[src/rtl/onehot_index_serializer.sv]
// Serializes a multi-hot vector into one binary bit index per beat (all-zero vector -> one out_nz=0 beat).
// Latency: first beat valid the cycle after in_vec is accepted; one beat per cycle, no bubble between vectors.
// Backpressure: out_ready low holds the beat stable; in_ready also rises combinationally on an accepted last beat.
module onehot_index_serializer #(
    parameter int WIDTH     = 7,
    parameter int IDX_W     = $clog2(WIDTH),
    parameter bit MSB_FIRST = 1'b0
) (
    input  logic             clk,
    input  logic             rst_n,
    input  logic [WIDTH-1:0] in_vec,
    input  logic             in_valid,
    output logic             in_ready,
    output logic [IDX_W-1:0] out_idx,
    output logic             out_nz,
    output logic             out_last,
    output logic             out_valid,
    input  logic             out_ready
);

    typedef enum logic {IDLE, SCAN} state_t;

    localparam logic [WIDTH-1:0] ONE = {{(WIDTH-1){1'b0}}, 1'b1};

    state_t           state_q, state_d;
    logic [WIDTH-1:0] mask_q, mask_d;
    logic             zero_q, zero_d;

    logic [IDX_W-1:0] pick_idx;
    logic             pick_last;
    logic             scan;
    logic             beat_hs;
    logic             load;

    // Later loop iterations override earlier ones, so the scan direction selects the winning end.
    always_comb begin
        pick_idx = '0;
        if (MSB_FIRST) begin
            for (int i = 0; i < WIDTH; i++) begin
                if (mask_q[i]) pick_idx = IDX_W'(i);
            end
        end else begin
            for (int i = WIDTH - 1; i >= 0; i--) begin
                if (mask_q[i]) pick_idx = IDX_W'(i);
            end
        end
    end

    assign pick_last = ((mask_q & (mask_q - ONE)) == '0);

    // Outputs are forced idle while reset is held so a dropped vector never leaks a beat.
    assign scan      = (state_q == SCAN) && rst_n;
    assign out_valid = scan;
    assign out_idx   = scan ? pick_idx : '0;
    assign out_nz    = scan & ~zero_q;
    assign out_last  = scan & pick_last;

    assign beat_hs  = out_valid & out_ready;
    assign in_ready = rst_n & ((state_q == IDLE) | (beat_hs & out_last));
    assign load     = in_valid & in_ready;

    always_comb begin
        state_d = state_q;
        mask_d  = mask_q;
        zero_d  = zero_q;
        if (beat_hs) begin
            mask_d = mask_q & ~(ONE << pick_idx);
            if (out_last) state_d = IDLE;
        end
        if (load) begin
            mask_d  = in_vec;
            zero_d  = (in_vec == '0);
            state_d = SCAN;
        end
    end

    always_ff @(posedge clk) begin
        if (!rst_n) begin
            state_q <= IDLE;
            mask_q  <= '0;
            zero_q  <= 1'b0;
        end else begin
            state_q <= state_d;
            mask_q  <= mask_d;
            zero_q  <= zero_d;
        end
    end

endmodule

[config.mk]
export PLATFORM = sky130hd
export DESIGN_NAME = onehot_index_serializer
export DESIGN_NICKNAME = d
export VERILOG_FILES = /design/src/rtl/onehot_index_serializer.sv
export SDC_FILE = /design/constraint.sdc
export NUM_CORES = 1
export LEC_CHECK = 0
export ABC_AREA = 1
export CORE_MARGIN = 2
export CORE_UTILIZATION = 29
export CTS_CLUSTER_DIAMETER = 120
export DETAILED_ROUTE_END_ITERATION = 7
export GPL_TIMING_DRIVEN = 0
export SYNTH_ARGS = -nofsm -noshare
export SYNTH_HDL_FRONTEND = slang
export SYNTH_SLANG_ARGS = --single-unit
[constraint.sdc]
create_clock -name clk -period 2.2 [get_ports clk]
set_input_delay 0.44 -clock clk [delete_from_list [all_inputs] [get_ports clk]]
set_output_delay 0.44 -clock clk [all_outputs]
set_load 0.02 [all_outputs]
==> Word level (Yosys, flattened, before mapping) <==
Index checks and enable logic that the tools add are counted.
{ "word_totals": {"ff_bits": 9, "out_inout_bits": 7} }
{ "classes": {"mux": 13, "bitwise": 12, "addsub": 1, "n_reduce_logical": 6, "shifts": 1} }
{ "ops": {"columns": ["op", "n"], "rows": [
  ["2-to-1 mux 3 bit", 8],
  ["bitwise AND 7 bit", 2],
  ["zero test 7 bit", 2],
  ["2-to-1 mux 7 bit", 2],
  ["inverter 7 bit", 1],
  ["left shift 1 x 3 -> 7 bit, first input constant", 1],
  ["subtractor 7 x 1 -> 7 bit, second input constant", 1],
  ["bitwise AND 1 bit", 6],
  ["nonzero test 2 bit", 2],
  ["2-to-1 mux 1 bit", 3],
  ["inverter 1 bit", 2],
  ["AND reduction 2 bit", 1],
  ["logical AND 1 bit", 1],
  ["OR 1 bit", 1]
]} }

==> Logic depth before layout (Yosys ltp) <==
Gate-level depths: netlist of the first run.
{ "depth": {"ltp_word": 12, "ltp_mapped": 10, "ltp_nobuf": 10} }

==> Least setup slack after synthesis of the first run <==
Ideal clock, no wire load.
{ "synth_timing": {"path_kind": "input -> output", "from": "input port rst_n", "to": "output port in_ready", "setup_slack_ns": 0.315, "arrival_ns": 1.445, "required_time_ns": 1.760, "n_path_buf": 1, "cell_stages": 7, "path_cell_list": "buf_4 -> nand2_4 -> clkinv_2 -> nand3_2 -> nor2_4 -> nand4_4 -> a21oi_1"} }
{ "synth_between": {"elab_chain_len": 5, "elab_cells_between_ends": 6} }
{ "synth_lines": {"columns": ["item", "line", "text"], "rows": [
  ["from (decl)", "10", "input logic rst_n,"],
  ["logical AND 1 bit *", "52", "assign scan = (state_q == SCAN) && rst_n;"],
  ["net out_valid", "17", "output logic out_valid,"],
  ["bitwise AND 1 bit (on tied branches)", "58, 56", null],
  ["bitwise AND 1 bit *", "59", "assign in_ready = rst_n & ((state_q == IDLE) | (beat_hs & out_last));"],
  ["OR 1 bit *", "59", null],
  ["bitwise AND 1 bit *", "59", null],
  ["to (decl)", "13", "output logic in_ready,"]
]} }
Mark *: on every way through the listed nets, which the timed path passes. The rest lies on a longest branch.

==> Worst setup path after layout of the first run <==
{ "layout_timing": {"from": "register mask_q[0]", "to": "output port out_idx[2]"} }
{ "layout_between": {"elab_chain_len": 2} }
{ "layout_lines": {"columns": ["item", "line", "text"], "rows": [
  ["from (decl)", "26", "logic [WIDTH-1:0] mask_q, mask_d;"],
  ["from (signal assigned)", "84", "mask_q <= mask_d;"],
  ["2-to-1 mux 3 bit", "44", "if (mask_q[i]) pick_idx = IDX_W'(i);"],
  ["2-to-1 mux 3 bit", "54", "assign out_idx = scan ? pick_idx : '0;"],
  ["to (decl)", "14", "output logic [IDX_W-1:0] out_idx,"]
]} }
No other way between the ends.

==> metrics.md, run 1 <==
| Metric | Value |
|---|---|
| Crit path max-delay family | `buffers and inverters` |
| IO Count | `18` |
| Vias in the first global route | `678` |
| Clock root cell | `clkbuf_4` |
| Post-route clock period utilization | `95.4%` |
| Final wirelength | `1590 µm` |
| Timing endpoint of the critical path | `out_idx[2]` |
| Post-route minimum period | `2.10 ns` |
| Worst Setup Slack, final | `0.101 ns` |
| First-pass GRT wire length | `2820 µm` |
| Via-to-Cell Ratio | `4.63` |
| FF-to-FF End | `mask_q[6]$_SDFFE_PN0P_` |
| Vias | `731` |
| Number of max-cap violations | `0` |
| Avg Inst Size Synth | `6.26 µm²` |
| Synth warnings | `0` |
| Synth Area in Simple Gates | `57.8%` |
| Synth Area in Adders | `0%` |
| Buf/Inv on CP | `1` |
| Pre-CTS setup slack | `-0.329 ns` |
| Largest area contributor in the netlist | `dfxtp_1` |
| Critical path depth | `4` |
| CP Cell Sequence | `nor2_2 -> nand3_1 -> nor2_1 -> clkdlybuf4s50_1` |
| Top-area cell type share of the netlist area | `26.2%` |
| TritonCTS Buffers | `3` |
| Worst hold margin | `0.515 ns` |
| Port buffer count | `15` |
| Total die area | `2780 µm²` |
| Area Growth Syn to Fin | `32.2%` |
| H-tree depth | `1` |
| Lkg Pwr | `0.456 nW` |
| CTS tree | `built` |
| Startpoint Class | `register` |
| Crit path kind | `register to primary output` |
| Area contributors post-synth | `dfxtp_1 (26%), nand2_1 (20%), nand4_1 (8.2%), inv_1 (7.6%), nor2_1 (6.5%)` |
| Number of synthesized register bits | `9` |
| Syn_nets | `121` |
| Final net count | `142` |
| Compound-Gate Fraction of Synth Area | `5.27%` |
| Synth top cells by count | `nand2_1 (37), inv_1 (14), nor2_1 (12)` |
| Cts hold-fix bufs | `0` |
| # diodes | `0` |
| Number of remaining DRC errors | `0` |
| Clock Sinks | `9` |
| Clk slew on worst S/H paths | `0.06 ns` |
| Critical path's largest stage delay | `0.60 ns` |
| Post-synthesis xor/xnor area fraction | `0%` |
| Final Hold Fails | `0` |
| Largest net degree at the start of global routing | `11` |
| Critical path launch point | `mask_q[0]$_SDFFE_PN0P_` |
| FP Rows | `17` |
| Post-synthesis mux area share | `0%` |
| Crit path DAT | `1.66 ns` |
| Initial Utilization | `30.8%` |
| Largest family of logic cells by synthesized area | `simple AND/OR/NAND/NOR gates` |
| Status | `complete, no violations` |
| CP Max Fanout | `4` |
| Final setup violation count | `0` |
| Worst-skew pair later-pin latency | `0.26 ns` |
| Max-slew headroom | `73.9%` |
| Die Ht | `52.7 µm` |
| Post-Synthesis Cell Area | `688 µm²` |
| Placed cells | `153` |
| Hold WC Path Type | `input port to register` |
| Clk_skew | `0.00499 ns` |
| FMAX | `476 MHz` |
| Routed Antenna Nets | `0` |
| VDD IR max | `0.000338 V` |
| Yosys cell types | `21` |
| Worst reg-to-reg setup slack | `0.74 ns` |
| Core footprint | `2230 µm²` |
| Initial antenna violation count | `0` |
| Layout cells sized above 1 | `14.6%` |
| Slew @ Worst Pin | `0.392 ns` |
| Req. time, crit path | `1.76 ns` |
| DP Wirelength | `1290 µm` |
| Critical path capture point type | `primary output` |
| Pwr dens | `493 nW/µm²` |
| R2r startpoint | `mask_q[0]$_SDFFE_PN0P_` |
| Post-synth EDFFs | `0` |
| RSZ-0062 raised after global routing | `no` |
| Most common cell in the synthesized netlist | `nand2_1` |
| Clock Path Buffers | `2` |
| Routed wire per std cell | `10.1 µm` |
| Most used DFF post-synth | `dfxtp_1` |
| FILL cells | `254` |
| Syn Inst Count | `110` |
| Max Transition Viols Final | `0` |
| Sequential-to-total area share from yosys stat | `26.2%` |
| Overflow after GRT | `0` |
| Worst reg2reg path depth | `8` |
| Initial DRC count | `12` |
| GRT Total Usage | `13.7%` |
| Drt first pass iters | `4` |
| Chip width | `52.7 µm` |
| Setup TNS | `0 ns` |
| Fraction of registers with async set/reset | `0%` |
| Crit-path slowest cell | `clkdlybuf4s50_1` |
| Final Non-Filler Cells | `158` |
| Final GP Congestion | `0.787` |
==> logic make-up after synthesis <==
logic type | count (synthesis)
AND/OR/NAND/NOR | 77
buffers and inverters | 18
flip-flops | 9
AO/OA/AOI/OAI | 6
==> routing by layer <==
layer  track usage (%)  wire length (µm)  up-vias  share of wire (%)
met3              2.29                83        5                5.2
met2              22.3               699       24                 44
met1              16.9               778      309                 49
met5                 0                 0        -                  0
li1                  -                 -      393                  -
met4              7.69                33        0                2.1
==> state kept, by name, indices dropped and copies added (netlist names) <==
signal / cells
mask_q: 7
state_q: 1
zero_q: 1
==> area by class of cell <==
cell class,count,area [µm²],area share (%)
Multi-Input combinational cell,83,434,47.7
Sequential cell,9,181,19.9
Timing Repair Buffer,16,159,17.5
Inverter,15,57.6,6.33
Tap cell,28,35.0,3.85
Clock buffer,4,26.3,2.89
Buffer,3,16.3,1.79
==> metrics by stage <==
stage          area, µm²  utilization (%)  total power, mW
5_1_grt              910             40.7            0.477
6_report             910             40.7            0.448
3_3_place_gp         873             39.1            0.324
4_1_cts              898             40.2            0.453
2_1_floorplan        688                -            0.278
3_5_place_dp         873             39.1            0.326
==> how the worst min path moves through the flow <==
stage / endpoint / slack (ns) / start / depth (start not counted)
finish: state_q$_SDFFE_PN0P_ / 0.52 / in_valid / 3
global route: state_q$_SDFFE_PN0P_ / 0.53 / in_valid / 3
CTS: state_q$_SDFFE_PN0P_ / 0.52 / in_valid / 3
detailed placement: zero_q$_SDFFE_PN0P_ / 0.53 / zero_q$_SDFFE_PN0P_ / 4
global placement: zero_q$_SDFFE_PN0P_ / 0.51 / zero_q$_SDFFE_PN0P_ / 4
floorplan: zero_q$_SDFFE_PN0P_ / 0.50 / zero_q$_SDFFE_PN0P_ / 4
==> placed cells by master (no fill, tap or decap), drive strengths merged <==
cell | synthesis | routed
nand4 | 10 | 10
o21ai | 1 | 1
nand3 | 6 | 6
dfxtp | 9 | 9
clkinv | 1 | 1
o21bai | 1 | 1
and3 | 1 | 1
clkdlybuf4s50 | 0 | 11
clkdlybuf4s15 | 0 | 1
nand2 | 39 | 39
nor3 | 5 | 5
nor2 | 16 | 16
a21oi | 4 | 4
clkbuf | 1 | 5
buf | 2 | 3
inv | 14 | 14
dlymetal6s2s | 0 | 1
dlygate4sd2 | 0 | 2
==> worst reg2reg max path, cell delays in order, from the launching register on <==
cell and delay, ns:
dfxtp_1 0.34, nor2_2 0.18, nand2_1 0.10, o21ai_2 0.18, nand4_4 0.13, nand2_4 0.15
nand3_4 0.13, nand2_1 0.08, nand2_1 0.05
==> report_power, final <==
| part | switching (mW) | internal [mW] |
|---|---|---|
| combinational | 0.0808 | 0.0536 |
| sequential | 0.0119 | 0.174 |
| clock | 0.0582 | 0.0699 |
| total | 0.151 | 0.297 |
==> timing repair <==
action | CTS | global route
pin swaps | 0 | 1
endpoints found under the setup margin | 3 | 2
buffers inserted | 0 | 1
cloned | 0 | 0
gates resized for setup | 5 | 2
No activity file was read; power rests on OpenSTA's default activity.
==> run 2, diff against run 1 <==
==> constraint.sdc (replaced) <==
create_clock -name clk -period 2.4 [get_ports clk]
set_input_delay 0.48 -clock clk [delete_from_list [all_inputs] [get_ports clk]]
set_output_delay 0.48 -clock clk [all_outputs]
set_load 0.02 [all_outputs]
==> run 2 against run 1 <==
Non-clock buffer count down 1. Register-to-register slack better by 0.20 ns. Sequential share of layout area about the same.
==> metrics.md, run 2 (synthesis results as in run 1) <==
| Metric | Value |
|---|---|
| Area Growth Syn to Fin | `31.5%` |
| Max Transition Viols Final | `0` |
| IO Count | `18` |
| Final GP Congestion | `0.787` |
| RSZ-0062 raised after global routing | `no` |
| Design area | `905 µm²` |
| GRT Total Usage | `13.7%` |
| Core footprint | `2230 µm²` |
| Number of remaining DRC errors | `0` |
| Clock Path Buffers | `2` |
| Commonest non-fill, non-tap cells in the layout | `nand2_1 (37), inv_1 (14), nor2_1 (12), clkdlybuf4s50_1 (12)` |
| WL met3 | `90 µm` |
| Critical path capture point type | `primary output` |
| Req. time, crit path | `1.92 ns` |
| Routed wire per std cell | `10.2 µm` |
| Met2 wire len | `704 µm` |
| Largest net degree at the start of global routing | `11` |
| Drt first pass iters | `4` |
| Util after Layout | `40.5%` |
| CTS tree | `built` |
| Initial antenna violation count | `0` |
| Number of flip-flops in the largest register | `7` |
| Total die area | `2780 µm²` |
| Pwr dens | `454 nW/µm²` |
| Port buffer count | `15` |
| Crit path DAT | `1.83 ns` |
| Pwr Total | `411 µW` |
| Lkg Pwr | `0.459 nW` |
| Post-route minimum period | `2.31 ns` |
| Vias in the first global route | `678` |
| Via-to-Cell Ratio | `4.64` |
| Clock root cell | `clkbuf_4` |
| Most common cell after layout, fill and taps aside | `nand2_1` |
| Worst-skew pair later-pin latency | `0.26 ns` |
| Final net count | `141` |
| Worst hold margin | `0.530 ns` |
| Overflow after GRT | `0` |
| DP Area | `873 µm²` |
| Pre-CTS setup slack | `-0.209 ns` |
| Top sig layer | `met4` |
| Placed cells | `153` |
| Slew @ Worst Pin | `0.392 ns` |
| Status | `complete, no violations` |
| Final setup violation count | `0` |
| Setup TNS | `0 ns` |
| Chip width | `52.7 µm` |
| Area of the multi-input gates | `434 µm²` |
| Top reg by flops | `mask_q` |
| Hold WC Path Type | `register to register` |
| Clock Sinks | `9` |
| DP Wirelength | `1290 µm` |
| Crit path kind | `input port to primary output` |
| Final Hold Fails | `0` |
| Worst Setup Slack, final | `0.0939 ns` |
| CP Max Fanout | `5` |
| Final Non-Filler Cells | `157` |
| Critical path's largest stage delay | `0.46 ns` |
| Register area | `180 µm²` |
| FMAX | `434 MHz` |
| VDD IR max | `0.000315 V` |
| Clk_skew | `0.00497 ns` |
| Clk slew on worst S/H paths | `0.06 ns` |
| Startpoint Class | `input port` |
| First-pass GRT wire length | `2820 µm` |
| Post-route clock period utilization | `96.1%` |
| FP Rows | `17` |
| Regs by FF count | `mask_q x7, state_q x1, zero_q x1` |
| Number of max-cap violations | `0` |
| Die Ht | `52.7 µm` |
| Initial DRC count | `13` |
| Routed Antenna Nets | `0` |
| # diodes | `0` |
| TritonCTS Buffers | `3` |
| CP Cell Sequence | `clkdlybuf4s50_1 -> inv_1 -> nor2_4 -> nand4_4 -> a21oi_1 -> clkdlybuf4s15_1` |
| Crit-path slowest cell | `clkdlybuf4s50_1` |
| FILL cells | `253` |
| Layout cells sized above 1 | `12.4%` |
| Initial Utilization | `30.8%` |
| Wire length on met1 | `772 µm` |
| Vias | `728` |
| Final wirelength | `1600 µm` |
| H-tree depth | `1` |
| Max-slew headroom | `73.8%` |
[run 2: timing repair]
action,CTS,global route
hold buffers,0,0
resized for setup,1,3
setup buffers,0,0
endpoints found under the setup margin,1,3
[run 2: final timing paths]
path / cells after the start / slack (ns) / start / to
worst max-delay path: 6 / 0.09 / out_ready / in_ready
worst min-delay path: 4 / 0.53 / zero_q$_SDFFE_PN0P_ / zero_q$_SDFFE_PN0P_
worst max register to register: 9 / 0.94 / state_q$_SDFFE_PN0P_ / mask_q[6]$_SDFFE_PN0P_
worst min register to register: 4 / 0.53 / zero_q$_SDFFE_PN0P_ / zero_q$_SDFFE_PN0P_
[run 2: critical path: cells and delay by family]
kind                   cells  cell delay (ns)
AO/OA/AOI/OAI              1             0.17
buffers and inverters      3             0.84
AND/OR/NAND/NOR            2             0.34
[run 2: routing by layer]
metal	vias to the layer above	global-route usage [%]
met5	-	0
met4	0	7.69
met3	5	2.29
met2	24	22.3
met1	311	16.9
li1	388	-
[run 2: layout make-up]
type / instances / area share, %
tap: 28 / 3.87
buffer: 3 / 1.80
sequential: 9 / 19.9
inverter: 15 / 6.36
timing repair buffer: 15 / 17.2
multi-input combinational: 83 / 48.0
clock buffer: 4 / 2.90
[run 2: report_power, final]
part | leakage (nW) | internal [mW] | total [mW] | switching [mW]
Clock | 0.0150 | 0.0641 | 0.117 | 0.0532
Combinational | 0.370 | 0.0491 | 0.123 | 0.0742
Sequential | 0.0740 | 0.159 | 0.170 | 0.0109
Total | 0.459 | 0.272 | 0.411 | 0.138
